### config.mk
export PLATFORM = sky130hd
export DESIGN_NAME = mux_stream
export DESIGN_NICKNAME = d
export VERILOG_FILES = /design/src/rtl/mux_stream_pkg.sv /design/src/rtl/mux_stream_rr_pick.sv /design/src/rtl/mux_stream.sv
export SDC_FILE = /design/constraint.sdc
export NUM_CORES = 1
export LEC_CHECK = 0
export ABC_AREA = 1
export BUFFER_PORTS_ARGS = -buffer_cell sky130_fd_sc_hd__buf_2
export CORE_AREA = 2 2 229 231
export CTS_CLUSTER_DIAMETER = 120
export DETAILED_ROUTE_END_ITERATION = 6
export DIE_AREA = 0 0 231 233
export GPL_ROUTABILITY_DRIVEN = 0
export GPL_TIMING_DRIVEN = 0
export SLEW_MARGIN = 5
export SYNTH_ARGS = -nofsm -noshare
export SYNTH_HDL_FRONTEND = slang
export SYNTH_SLANG_ARGS = --single-unit
### constraint.sdc
create_clock -name clock -period 7.8 [get_ports clock]
set_input_delay 1.95 -clock clock [delete_from_list [all_inputs] [get_ports clock]]
set_output_delay 1.95 -clock clock [all_outputs]
set_load 0.005 [all_outputs]
### src/rtl/mux_stream_pkg.sv
`default_nettype none
// ============================================================================
// Module   : mux_stream_pkg
// Purpose  : Shared definitions for the stream multiplexer family: mode
//            encodings and default word width / channel count. Later mux
//            variants import the same package so that the encodings stay
//            consistent across the family.
// Revision : 1.0 - initial release
// ============================================================================
package mux_stream_pkg;

    // Values of the 1-bit mode input.
    localparam logic c_mode_select = 1'b0;
    localparam logic c_mode_rr     = 1'b1;

    // Default geometry, matching the fixed 16:1 x 32-bit mux this replaces.
    localparam int c_default_width = 32;
    localparam int c_default_n     = 16;

endpackage : mux_stream_pkg
`default_nettype wire

### src/rtl/mux_stream_rr_pick.sv
`default_nettype none
// ============================================================================
// Module   : rr_pick
// Purpose  : Combinational round-robin picker. Scans the request vector
//            starting at ptr and returns the first requesting index. The
//            scan wraps at N, not at 2^SEL_W.
// Ports    : req   in  N      request vector
//            ptr   in  SEL_W  scan start index
//            found out 1      at least one request is set
//            idx   out SEL_W  index of the granted request (0 if none)
// Revision : 1.0 - initial release
// ============================================================================
module rr_pick #(
    parameter int N     = 16,
    parameter int SEL_W = $clog2(N)
) (
    input  logic [N-1:0]     req,
    input  logic [SEL_W-1:0] ptr,
    output logic             found,
    output logic [SEL_W-1:0] idx
);

    // Walk the offsets from last to first so that the smallest offset
    // from ptr overwrites any later candidate and wins.
    always_comb begin
        int w_k;
        found = 1'b0;
        idx   = '0;
        w_k   = 0;
        for (int i = N - 1; i >= 0; i--) begin
            w_k = int'(ptr) + i;
            // ptr + i is below 2^SEL_W + N, which is under 3N, so two
            // conditional subtractions always bring it back below N.
            if (w_k >= N) w_k = w_k - N;
            if (w_k >= N) w_k = w_k - N;
            if (req[w_k[SEL_W-1:0]]) begin
                found = 1'b1;
                idx   = w_k[SEL_W-1:0];
            end
        end
    end

endmodule : rr_pick
`default_nettype wire

### src/rtl/mux_stream.sv
`default_nettype none
// ============================================================================
// Module   : mux_stream
// Purpose  : Registered N-channel valid/ready stream multiplexer. One input
//            channel is chosen by an external index (SELECT mode) or by
//            round-robin arbitration, and its word is captured in a single
//            output register that honours consumer backpressure.
// Ports    : clock      in  1        rising-edge clock
//            reset_n    in  1        synchronous active-low reset
//            mode       in  1        0 = SELECT, 1 = ROUND_ROBIN
//            select     in  SEL_W    channel index for SELECT mode
//            in_valid   in  N        per-channel valid
//            in_data    in  N*WIDTH  flattened channel words
//            in_ready   out N        per-channel ready (one-hot or zero)
//            out_valid  out 1        output register holds a word
//            out_ready  in  1        consumer accepts the word
//            out_data   out WIDTH    registered word
//            out_chan   out SEL_W    channel that supplied out_data
// Revision : 1.0 - initial release
// ============================================================================
module mux_stream
    import mux_stream_pkg::*;
#(
    parameter int WIDTH = c_default_width,
    parameter int N     = c_default_n,
    parameter int SEL_W = $clog2(N)
) (
    input  logic                 clock,
    input  logic                 reset_n,
    input  logic                 mode,
    input  logic [SEL_W-1:0]     select,
    input  logic [N-1:0]         in_valid,
    input  logic [N*WIDTH-1:0]   in_data,
    output logic [N-1:0]         in_ready,
    output logic                 out_valid,
    input  logic                 out_ready,
    output logic [WIDTH-1:0]     out_data,
    output logic [SEL_W-1:0]     out_chan
);

    logic [SEL_W-1:0] r_ptr;
    logic             w_free;
    logic             w_rr_found;
    logic [SEL_W-1:0] w_rr_idx;
    logic             w_sel_in_range;
    logic             w_grant_ok;
    logic [SEL_W-1:0] w_grant;
    logic             w_xfer;
    logic [WIDTH-1:0] w_grant_data;

    rr_pick #(
        .N     (N),
        .SEL_W (SEL_W)
    ) u_rr_pick (
        .req   (in_valid),
        .ptr   (r_ptr),
        .found (w_rr_found),
        .idx   (w_rr_idx)
    );

    assign w_free         = !out_valid || out_ready;
    assign w_sel_in_range = (32'(select) < N);

    // Grant depends only on current inputs and ptr, so mode/select changes
    // take effect in the same cycle.
    always_comb begin
        w_grant_ok = 1'b0;
        w_grant    = '0;
        if (mode == c_mode_select) begin
            if (w_sel_in_range && in_valid[select]) begin
                w_grant_ok = 1'b1;
                w_grant    = select;
            end
        end else begin
            w_grant_ok = w_rr_found;
            w_grant    = w_rr_idx;
        end
    end

    // A grant implies the granted channel is valid, so a free register and
    // a grant is exactly a handshake. Reset suppresses every handshake.
    assign w_xfer = reset_n && w_free && w_grant_ok;

    always_comb begin
        in_ready = '0;
        if (w_xfer) in_ready[w_grant] = 1'b1;
    end

    // Constant-offset mux keeps every part-select static.
    always_comb begin
        w_grant_data = '0;
        for (int k = 0; k < N; k++) begin
            if (w_grant == SEL_W'(k)) w_grant_data = in_data[k*WIDTH +: WIDTH];
        end
    end

    always_ff @(posedge clock) begin
        if (!reset_n) begin
            out_valid <= 1'b0;
            out_data  <= '0;
            out_chan  <= '0;
            r_ptr     <= '0;
        end else begin
            if (w_xfer) begin
                out_valid <= 1'b1;
                out_data  <= w_grant_data;
                out_chan  <= w_grant;
            end else if (out_ready) begin
                out_valid <= 1'b0;
            end
            // Only round-robin transfers advance the pointer; it wraps at
            // N so it never points at a nonexistent channel.
            if (w_xfer && (mode == c_mode_rr)) begin
                r_ptr <= (w_grant == SEL_W'(N - 1)) ? '0 : w_grant + 1'b1;
            end
        end
    end

endmodule : mux_stream
`default_nettype wire

* Yosys cells after proc, flatten, opt, wreduce, memory -nomap -nowiden
Cells that the tools add are included.
** Operators by class
- Muxes and demuxes :: 124
- Add/subtract/negate cells :: 48
- Equality and inequality tests :: 15
- $lt $le $gt $ge :: 51
- Reductions and logical operators :: 8
** Operators with widths (count)
- 2-to-1 mux 32 bit :: 32
- greater-or-equal comparator 32 x 6 -> 1 bit (second input constant) :: 31
- subtractor 32 x 6 -> 32 bit (second input constant) :: 15
- 2-to-1 mux 4 bit :: 35
- < comparator 4 x 5 -> 1 bit (second input constant) :: 18
- binary-select mux 1 bit (select 4 bit) :: 17
- subtractor 4 x 1 -> 4 bit (second input constant) :: 16
- adder 4 x 4 -> 5 bit (second input constant) :: 8
- 2-to-1 mux 1 bit :: 38
- == test 4 bit (second input constant) :: 8
- adder 4 x 3 -> 5 bit (second input constant) :: 4
- == test 4 x 3 -> 1 bit (second input constant) :: 4
- 2-to-1 mux 16 bit :: 1
- adder 4 x 2 -> 5 bit (second input constant) :: 2
- == test 4 x 2 -> 1 bit (second input constant) :: 2
- subtractor 4 x 5 -> 6 bit (second input constant) :: 1
- adder 4 x 1 -> 5 bit (second input constant) :: 1
- greater-or-equal comparator 4 x 5 -> 1 bit (second input constant) :: 1
- adder 4 x 1 -> 4 bit (second input constant) :: 1
- demux 1 bit (select 4 bit) :: 1
- == test 4 x 1 -> 1 bit (second input constant) :: 1
- greater-or-equal comparator 4 x 1 -> 1 bit (second input constant) :: 1
- logical AND 1 bit :: 4
- logical NOT 4 bit :: 1
- other kinds (3) :: 3
** Storage, ports and cells
- Output and inout bits :: 53
- Register bits :: 41
- Word-level logic and storage cells :: 250
- Bits of input ports :: 536

* Logic depth before layout (Yosys ltp)
Gate-level depths: netlist (run 1).
- Word-level depth :: 41
- Depth in mapped cells :: 49

* By module
A second synthesis (run 1) with hierarchy kept.
** Second synthesis, totals
- Cell total of the unflattened synthesis :: 2020
- Area total of the unflattened synthesis :: 9590.4 µm²
** By module, submodules not included
- mux_stream :: area an instance 7882.6 µm², times used 1, cells each 1655
- rr_pick :: area an instance 1707.9 µm², times used 1, cells each 365

* Least setup slack after synthesis (run 1)
Ideal clock, no wire load.
- Path kind :: input -> output
- Start point :: input port in_valid[5]
- End point :: output port in_ready[10]
- Stages on the path :: 28
- Buffers on the path :: 2
- Slack :: 0.970 ns
- Data required time :: 5.850 ns
- Arrival time :: 4.880 ns
- Cells stage by stage :: nand2_1 > nand3_1 > nand3_1 > nand2_1 > nand2_1 > nand2_1 > nor2_1 > a22oi_1 > o21ai_0 > a21oi_1 > o21ai_0 > a21oi_1 > o221ai_1 > o21ai_0 > a21oi_1 > o21ai_0 > nand2_1 > a21boi_0 > o221ai_1 > nand2_1 > inv_1 > ha_1 > clkbuf_1 > inv_1 > nor2_1 > inv_2 > buf_2 > nor2_1
** On the way
- Word-level cells in the longest chain between the ends :: 24
- Elaborated cells between the ends (all ways) :: 77
** RTL lines
- from (decl) :: line mux_stream.sv:32 : input logic [N-1:0] in_valid,
- binary-select mux 1 bit (select 4 bit) :: line mux_stream_rr_pick.sv:36 : if (req[w_k[SEL_W-1:0]]) begin
- 2-to-1 mux 1 bit (implied by the code) :: line mux_stream_rr_pick.sv:36
- 2-to-1 mux 4 bit (16 in series) :: line mux_stream_rr_pick.sv:36
- 2-to-1 mux 4 bit (*) :: line mux_stream.sv:69 : if (mode == c_mode_select) begin
- via w_grant[1] :: line mux_stream.sv:47 : logic [SEL_W-1:0] w_grant;
- < comparator 4 x 5 -> 1 bit (implied by the code) / greater-or-equal comparator 4 x 1 -> 1 bit (equally long branches) :: line mux_stream.sv:86 : if (w_xfer) in_ready[w_grant] = 1'b1;
- logical AND 1 bit (implied by the code) :: line mux_stream.sv:86
- 2-to-1 mux 1 bit (implied by the code) :: line mux_stream.sv:86
- demux 1 bit (select 4 bit) (*) :: line mux_stream.sv:86
- 2-to-1 mux 16 bit (*) :: line mux_stream.sv:86
- to (decl) :: line mux_stream.sv:34 : output logic [N-1:0] in_ready,
The timed path passes the listed nets; every way through them passes the cells marked *. The select of a mux whose other input is x is not followed.

* Worst setup path in the final report (run 1)
- Start point :: input port in_valid[0]
- End point :: output port in_ready[10]
** On the way
- Word-level cells in the longest chain between the ends :: 24
- Elaborated cells between the ends (all ways) :: 77
** RTL lines (line)
- binary-select mux 1 bit (select 4 bit) :: mux_stream_rr_pick.sv:36
- 2-to-1 mux 1 bit (implied by the code) :: mux_stream_rr_pick.sv:36
- 2-to-1 mux 4 bit (16 in series) :: mux_stream_rr_pick.sv:36
- 2-to-1 mux 4 bit :: mux_stream.sv:69
- < comparator 4 x 5 -> 1 bit (implied by the code) / greater-or-equal comparator 4 x 1 -> 1 bit (equally long branches) :: mux_stream.sv:86
- logical AND 1 bit (implied by the code) :: mux_stream.sv:86
- 2-to-1 mux 1 bit (implied by the code) :: mux_stream.sv:86
- demux 1 bit (select 4 bit) :: mux_stream.sv:86
- 2-to-1 mux 16 bit (*) :: mux_stream.sv:86
Mark *: on every way between the ends. The rest lies on a longest branch, timed or not. The select of a mux whose other input is x is not followed.

==> results of run 1 <==
## worst paths after layout
check,startpoint,end,depth (start not counted)
worst max-delay path,in_valid[0],in_ready[10],28
worst min-delay path,out_data[23],out_data[23],2
worst max register to register,r_ptr[1],out_data[7],44
worst min register to register,out_data[23],out_data[23],2
## synth_stat cells
master / n
a21oi_1: 110
clkinv_1: 3
o221ai_1: 2
inv_1: 220
dfxtp_1: 41
a21oi_2: 1
a31oi_1: 2
nor4_1: 2
nor3_1: 6
buf_4: 9
a211oi_1: 1
nand3_2: 1
nand3_1: 183
nand3_4: 1
buf_6: 6
a21boi_0: 1
nor2_2: 3
xor2_1: 6
nand3b_1: 25
xnor2_1: 1
o21ai_0: 90
nand2_4: 2
inv_4: 1
o21ai_1: 32
a21o_1: 2
nor2_1: 192
inv_2: 24
a22oi_1: 1
or2_0: 29
or2_2: 4
o311ai_0: 1
a21oi_4: 1
a32o_1: 2
o21a_1: 1
clkbuf_1: 54
buf_2: 44
buf_1: 4
ha_1: 11
nand4_2: 1
nand2_2: 3
o211ai_1: 5
nand2_1: 839
nand4_1: 33
nor2_4: 5
## area by class of cell
class                      instances  area, um^2
timing repair buffer             600        3038
antenna                           10       25.02
clock buffer                       5       125.1
multi-input combinational       1599        7172
fill                            6230       37540
sequential                        41       820.8
clock inverter                     3       25.02
buffer                           112       556.8
tap                              680       850.8
inverter                         248       940.9
## routing by layer
layer	routed length, um	up-vias
met5	22	-
met4	3771	4
met3	5265	152
met2	27970	801
met1	26650	6657
li1	-	7473
## timing repair
item / CTS / global route
setup endpoints to repair: 9 / 11
pin swaps: 1 / 4
resized for setup: 11 / 15
hold endpoints to repair: 0 / 0
setup buffers: 2 / 12
hold buffers: 0 / 0
## registers in the layout, summed over array words and instances, names as in the netlist
name,flops
r_ptr,4
out_valid,1
out_data,32
out_chan,4
## kinds of logic (layout without fill, tap and decap cells)
| kind of cell | Yosys count | in the layout | synth area share |
|---|---|---|---|
| AO/OA/AOI/OAI | 252 | 252 | 0.1406 |
| XOR/XNOR | 7 | 7 | 0.006495 |
| adder cells (fa/ha/maj) | 11 | 11 | 0.01458 |
| buffers and inverters | 365 | 968 | 0.1596 |
| flip-flops | 41 | 41 | 0.08696 |
| other | 0 | 10 | 0 |
| AND/OR/NAND/NOR | 1329 | 1329 | 0.5917 |
## power by group through the flow
stage / clock [mW] / combinational, mW / sequential, mW
global route: 0.236 / 2.15 / 0.268
global placement: 0 / 1.90 / 0.268
floorplan: 0 / 1.02 / 0.270
CTS: 0.226 / 1.92 / 0.265
finish: 0.221 / 1.98 / 0.264
detailed placement: 0 / 1.90 / 0.269
## worst max-delay path, delay by kind of cell
| family | cells | cell delay, ns |
|---|---|---|
| fa+ha+maj | 1 | 0.14 |
| buf+inv | 6 | 0.84 |
| compound gates | 9 | 1.18 |
| simple gates | 12 | 1.44 |
## through the flow
stage | setup slack (ns) | power (mW) | TNS, ns | std cells | util
detailed placement | -0.7934 | 2.172 | -3.425 | 3271 | 0.2588
global placement | -0.7005 | 2.165 | -2.563 | 3271 | 0.2588
CTS | 0.03034 | 2.407 | 0 | 3279 | 0.2626
finish | 0.2863 | 2.466 | 0 | 3298 | 0.2653
global route | -0.01470 | 2.654 | -0.01511 | 3295 | 0.2651
floorplan | 0.9702 | 1.293 | 0 | 2005 | -
==> metrics, run 1 <==
HPWL after detailed placement=between 50000 and 60000 um; Distinct cells, synth=44; layout cells sized above 1=0.2795; CTS tree=done; Fin. Hold Viols=0; Final Cell Area=between 10000 and 15000 um^2; gr ovfl total=0; # DRC=0; most frequent cells in the layout=nand2_1, buf_2, inv_1, nor2_1, nand3_1; met1 usage=0.2839; synth warn=0; Syn Std Cell Area=9439 um^2; status=finished clean; worst-skew pair later-pin latency=approximately 0.30 ns; Tmin final=between 7 and 8 ns; Avg Cell Area, Syn=approximately 4.7 um^2; sw frac=0.6124; critical path class=input port to output pin; Pint=between 0.9 and 1 mW; Reg clk slew, reported paths=about 0.070 ns; register area share after synthesis=0.08696; Leak Pwr=about 7.8 nW; die area=between 50000 and 60000 um^2; I/O Buffers=slightly below 600; Worst R2R Setup Slack=around 0.96 ns; clock root cell=clkbuf_16; worst stage delay on the critical path=0.23 ns; DRT iter0 DRCs=1205; post-route ant nets=0; Clk pwr share=0.090; Post-Synthesis Cells=between 2000 and 2500; met3 usage in global routing=0.03701; H-tree depth=2; Slew @ Worst Pin=1.121 ns; Hold Path Class=flop to flop; die width=around 230 um; P_sw=about 1.5 mW; clock sinks=41; gr busiest metal=met2; Peak Freq=between 0.1 and 0.15 GHz; GR Util met2=0.3681; endpoints failing setup=0; Total GRT Usage=0.2259; WL final=about 64000 um; placed cell area=13220 um^2; core area=51090 um^2; RSZ-0062 raised after global routing=true; IO Pins=around 590; largest net degree at the start of global routing=20; Chip Height=about 230 um; Clock Skews=between 0.015 and 0.02 ns; Max clock buf depth=2; Setup crit start kind=input port; drt wl/cell=about 19 um; Row Count=between 80 and 90; initial antenna violation count=12; via count=about 15000; peak supply drop=approximately 0.096 mV; largest area contributor in the netlist=nand2_1; vias in the first global route=13920; post-synth top area share=0.3336; crit end category=output pin; Final Max Tran Viols=0; Initial Utilization=0.1847; P&R area growth vs syn=43.60%; vias per inst=~4.6; slowest CP cell=o311ai_1; top post-synthesis cells by area=nand2_1, nand3_1, inv_1; DRT Pass-1 Iters=7; WP data required=between 5 and 6 ns; commonest non-fill, non-tap cell in the layout=nand2_1; power density over cell area=182.0 nW/um^2; Slew headroom=0.2530; Seq cells post-synth=41; Worst EP arrival=approximately 5.6 ns; CP Max Fanout=10; Syn Nets=~2600; global-route wire length before repair=about 89000 um; part of the cycle the worst path needs=0.9633; NumNets Final=~3200; total CTS buffers=5; combinational share of power=0.803; Flop pwr share=0.107; Worst Hold Slack=roughly 0.47 ns; max_cap viols=0
No activity file was read; power rests on OpenSTA's default activity.
==> run 2: changes to the inputs <==
--- a/config.mk
+++ b/config.mk
@@ -7,12 +7,15 @@
 export LEC_CHECK = 0
 export ABC_AREA = 1
 export BUFFER_PORTS_ARGS = -buffer_cell sky130_fd_sc_hd__buf_2
-export CORE_AREA = 2 2 229 231
+export CELL_PAD_IN_SITES_DETAIL_PLACEMENT = 1
+export CELL_PAD_IN_SITES_GLOBAL_PLACEMENT = 1
+export CORE_AREA = 2 2 227 229
 export CTS_CLUSTER_DIAMETER = 120
 export DETAILED_ROUTE_END_ITERATION = 6
-export DIE_AREA = 0 0 231 233
+export DIE_AREA = 0 0 229 231
 export GPL_ROUTABILITY_DRIVEN = 0
 export GPL_TIMING_DRIVEN = 0
+export PLACE_DENSITY = 0.71
 export SLEW_MARGIN = 5
 export SYNTH_ARGS = -nofsm -noshare
 export SYNTH_HDL_FRONTEND = slang
==> run 2 against run 1 <==
Combinational power is 3% lower. Register-to-register slack better by 0.13 ns. Routed wire length is 6.2% higher.
==> metrics, run 2 (same netlist as run 1, synthesis figures left out) <==
die width=229 um; hold path start=out_data[0]; Leak Pwr=slightly below 8 nW; commonest non-fill, non-tap cell in the layout=nand2_1; RSZ-0062 raised after global routing=true; WL final=67650 um; H-tree depth=2; P_sw=approximately 1.5 mW; Total GRT Usage=0.2458; Clock Skews=0.01281 ns; die area=between 50000 and 60000 um^2; r2r startpoint=r_ptr[1]; vias per inst=4.620; layout cells sized above 1=0.2785; IO Pins=around 590; Row Count=83; Max clock buf depth=2; Slew headroom=0.4462; vias in the first global route=around 15000; max_cap viols=0; Largest regs=out_data: 32 flops, out_chan: 4 flops, r_ptr: 4 flops; most frequent cells in the layout=nand2_1, buf_2, inv_1, nor2_1, nand3_1; peak supply drop=just under 0.08 mV; Slew @ Worst Pin=just over 0.8 ns; max FFs per register=32; WP data required=roughly 5.9 ns; # DRC=0; Tmin final=between 7 and 8 ns; sw frac=0.6029; Reg clk slew, reported paths=0.07 ns; clock root cell=clkbuf_16; endpoints failing setup=0; initial antenna violation count=24; CTS tree=done; Fin. Hold Viols=0; P&R area growth vs syn=43.77%; power density over cell area=roughly 180 nW/um^2; Hold Path Class=flop to flop; Flop pwr share=0.108; Final Core Density=0.2678; Pint=0.9708 mW; Final Max Tran Viols=0; critical path class=input port to output pin; I/O Buffers=586; Peak Freq=around 0.13 GHz; largest net degree at the start of global routing=20; core area=50680 um^2; post-route ant nets=0; worst-skew pair later-pin latency=0.30 ns; Final Power=around 2.4 mW; CP startpoint=in_valid[11]; total CTS buffers=5; combinational share of power=0.791; HPWL after detailed placement=between 50000 and 60000 um; Largest Register=out_data; Setup crit start kind=input port; placed cell area=around 13000 um^2; Initial Utilization=0.1863; DRT Pass-1 Iters=5; Chip Height=231 um; cts hold-fix bufs=0; CP Max Fanout=13; NumNets Final=around 3100; Worst EP arrival=approximately 5.5 ns; Clk pwr share=0.101; Final Cell Area=13570 um^2; setup TNS=0 ns; crit end category=output pin; global-route wire length before repair=96340 um; status=finished clean; part of the cycle the worst path needs=0.9543; clock sinks=41; gr ovfl total=0; DRT iter0 DRCs=slightly below 900; drt wl/cell=a little over 20 um; via count=roughly 15000
-- run 2: changes by cell type in the layout (fill, tap and decap cells not counted), moves of 2 or more --
cell,change
buf_4,-5
buf_2,-3
inv_4,+3
diode_2,+9
inv_2,-2
clkbuf_8,+2
-- run 2: layout make-up --
| type | instances | area [um^2] |
|---|---|---|
| diodes | 19 | 47.55 |
| plain buffers | 108 | 538.0 |
| clock buffers | 7 | 152.6 |
| clock inverters | 1 | 8.758 |
| fillers | 7202 | 37110 |
| inverters | 248 | 947.2 |
| multi-input cells | 1599 | 7184 |
| flip-flops and latches | 41 | 820.8 |
| well taps | 680 | 850.8 |
| repair buffers | 596 | 3020 |
-- run 2: routing by layer --
metal  share of wire  global-route usage  vias to the layer above
met5         0.00059                   0                        -
met1            0.43              0.3146                     7049
met4           0.045              0.1078                        6
met2            0.45              0.4049                      628
met3           0.068             0.04163                      104
li1                -                   -                     7453
-- run 2: worst max-delay path, cell delays in order --
cell	delay, ns
buf_2	0.12
nand2_1	0.08
nand3_1	0.08
nand2_1	0.09
o21ai_2	0.19
nand2_1	0.11
nand2_1	0.15
inv_1	0.10
o21ai_0	0.08
nand2_1	0.06
nand2_1	0.06
a21oi_1	0.05
o311ai_0	0.28
o21ai_1	0.10
o21ai_0	0.15
o21ai_0	0.09
o21ai_0	0.15
nand2_1	0.07
o211ai_1	0.08
o211ai_1	0.15
nand2_2	0.13
ha_2	0.21
clkinvlp_4	0.17
nor2_4	0.27
inv_4	0.11
buf_6	0.16
nor2_1	0.08
buf_2	0.15
-- run 2: final timing paths --
kind,slack (ns),cells after the start,to
max,0.36,28,in_ready[8]
min,0.46,2,out_data[0]
max reg2reg,1.09,45,out_data[30]
min reg2reg,0.46,2,out_data[0]
-- run 2: per-stage QoR --
stage / hold slack (ns) / setup WS (ns) / std cells
after global routing: 0.4858 / -0.02257 / 3296
after global placement: 0.4500 / -0.6400 / 3271
after CTS: 0.4659 / 0.01705 / 3275
after detailed placement: 0.4546 / -0.6407 / 3271
after floorplan: 0.4618 / 0.9702 / 2005
final: 0.4633 / 0.3564 / 3299
-- run 2: timing repair --
item | CTS | global route
resized for setup | 11 | 22
pin swaps | 2 | 5
endpoints found under the setup margin | 9 | 16
buffers inserted | 1 | 9
-- run 2: power groups by stage --
stage	registers [mW]	clock network, mW	logic (mW)
CTS	0.265	0.254	1.90
floorplan	0.270	0	1.02
global placement	0.268	0	1.88
global route	0.268	0.262	2.14
finish	0.265	0.246	1.93
detailed placement	0.269	0	1.89
==> run 3: changes to the inputs <==
--- a/config.mk
+++ b/config.mk
@@ -16,6 +16,7 @@
 export GPL_ROUTABILITY_DRIVEN = 0
 export GPL_TIMING_DRIVEN = 0
 export PLACE_DENSITY = 0.71
+export RECOVER_POWER = 25
 export SLEW_MARGIN = 5
 export SYNTH_ARGS = -nofsm -noshare
 export SYNTH_HDL_FRONTEND = slang
==> run 3 against run 2 <==
Cell count unchanged. Maximum frequency increased by 0.32%. Non-clock buffer count unchanged. Clock skew is 0.0028 ns higher. Total power barely moved. Sequential share of layout area barely moved. Register-to-register slack better by 0.02 ns. Critical path type unchanged. Highest routed layer unchanged.
==> metrics, run 3 (same netlist as run 1, synthesis figures left out) <==
Hold Path Sink=out_data[20]; DRT Pass-1 Iters=7; max FFs per register=32; crit-path most repeated cell=nand2_1; Initial Utilization=0.1863; Setup crit start kind=input port; commonest non-fill, non-tap cell in the layout=nand2_1; H-tree depth=2; Tmin final=7.420 ns; global-route wire length before repair=around 96000 um; largest net degree at the start of global routing=20; worst stage delay on the critical path=about 0.28 ns; r2r startpoint=r_ptr[1]; DRT iter0 DRCs=between 800 and 900; Largest Register=out_data; CP Max Fanout=13; crit end category=output pin; Leak Pwr=just under 8 nW; cts hold-fix bufs=0; total CTS buffers=5; Final Core Density=0.2674; Final Power=between 2 and 2.5 mW; number of fill cells=~7200; Largest regs=out_data: 32 flops, out_chan: 4 flops, r_ptr: 4 flops; Clock Skews=0.01563 ns; Row Count=83; Worst EP arrival=between 5 and 6 ns; die area=roughly 53000 um^2; NumNets Final=approximately 3100; Final Cell Area=approximately 14000 um^2; Clk pwr share=0.101; P_sw=between 1 and 1.5 mW; hold path start=out_data[20]; HPWL after detailed placement=about 59000 um; setup TNS=0 ns; sequential cell area=820.8 um^2; Buf/Inv on CP=6; placed cell area=~13000 um^2; power density over cell area=around 180 nW/um^2; I/O Buffers=approximately 590; CTS tree=done; Worst R2R Setup Slack=about 1.1 ns; vias per inst=roughly 4.6; drt wl/cell=around 21 um; R2R depth=between 40 and 50; Fin. Hold Viols=0; Slew headroom=0.4473; Total GRT Usage=0.2458; via count=approximately 15000; post-route ant nets=0; Hold Path Class=flop to flop; RSZ-0062 raised after global routing=true; gr ovfl total=0; footprint of the multi-input gates=7184 um^2; Pint=about 0.97 mW; clock root cell=clkbuf_16; Flop pwr share=0.109; P&R area growth vs syn=43.56%; final cell count without fillers=about 3300; sw frac=0.6044; # DRC=0; max_cap viols=0; layout cells sized above 1=0.2723; status=finished clean; Worst Hold Depth=2; IO Pins=just under 600; worst-skew pair later-pin latency=0.31 ns; vias in the first global route=15190; Peak Freq=between 0.1 and 0.15 GHz; Slew @ Worst Pin=0.8281 ns; clock sinks=41; endpoints failing setup=0; core area=50680 um^2; initial antenna violation count=24; worst flop-to-flop path endpoint=out_data[30]; CP startpoint=in_valid[11]; slowest CP cell=o311ai_0; critical path class=input port to output pin; most frequent cells in the layout=nand2_1, buf_2, inv_1, nor2_1, nand3_1; Max clock buf depth=2; WL final=a little under 70000 um; CP top delay family=compound AO/OA/AOI/OAI gates; peak supply drop=0.07696 mV; combinational share of power=0.790; Reg clk slew, reported paths=0.08 ns; DP Cell Count=3271; WP data required=about 5.9 ns; die width=229 um; Chip Height=231 um; part of the cycle the worst path needs=0.9512; Final Max Tran Viols=0
-- run 3: what timing repair did --
| item | in CTS | in global routing |
|---|---|---|
| endpoints found under the setup margin | 9 | 16 |
| pin swaps | 2 | 5 |
| resized for setup | 11 | 22 |
| gates cloned | 0 | 0 |
| setup buffers | 1 | 9 |
-- run 3: cell type report --
class                           count  share of cell area
Sequential cell                    41             0.06057
Timing Repair Buffer              596              0.2214
Clock buffer                        7             0.01126
Multi-Input combinational cell   1599              0.5302
Inverter                          248             0.06990
Buffer                            108             0.03970
Clock inverter                      1           0.0006464
Antenna cell                       19            0.003509
Tap cell                          680             0.06279
-- run 3: power groups by stage --
stage | Combinational [mW] | Sequential, mW | Clock [mW]
final | 1.93 | 0.266 | 0.247
after global routing | 2.14 | 0.269 | 0.262
after CTS | 1.90 | 0.265 | 0.254
after detailed placement | 1.89 | 0.269 | 0
after global placement | 1.88 | 0.268 | 0
after floorplan | 1.02 | 0.270 | 0
-- run 3: worst max path at each step --
stage | to | cells past startpoint
6_report | in_ready[8] | 28
5_1_grt | in_ready[10] | 28
4_1_cts | in_ready[6] | 29
3_5_place_dp | in_ready[10] | 30
3_3_place_gp | in_ready[10] | 29
2_1_floorplan | in_ready[10] | 28
-- run 3: metrics by stage --
stage	hold slack, ns	worst slack [ns]
final	0.4650	0.3805
after global routing	0.4930	-0.02257
after CTS	0.4659	0.01705
after detailed placement	0.4546	-0.6407
after global placement	0.4500	-0.6400
after floorplan	0.4618	0.9702
-- run 3: metal layers --
layer  vias to the layer above  part of all wire  GRT usage
met2                       611              0.45     0.4049
li1                       7454                 -          -
met5                         -           0.00059          0
met3                       100             0.068    0.04163
met1                      7066              0.43     0.3146
met4                         6             0.044     0.1078
-- run 3: tightest hold or removal path, delay by kind of cell, from the launching register on --
| family | cells | cell delay [ns] |
|---|---|---|
| AO/OA/AOI/OAI | 1 | 0.05 |
| AND/OR/NAND/NOR | 1 | 0.06 |
| flip-flops | 1 | 0.31 |
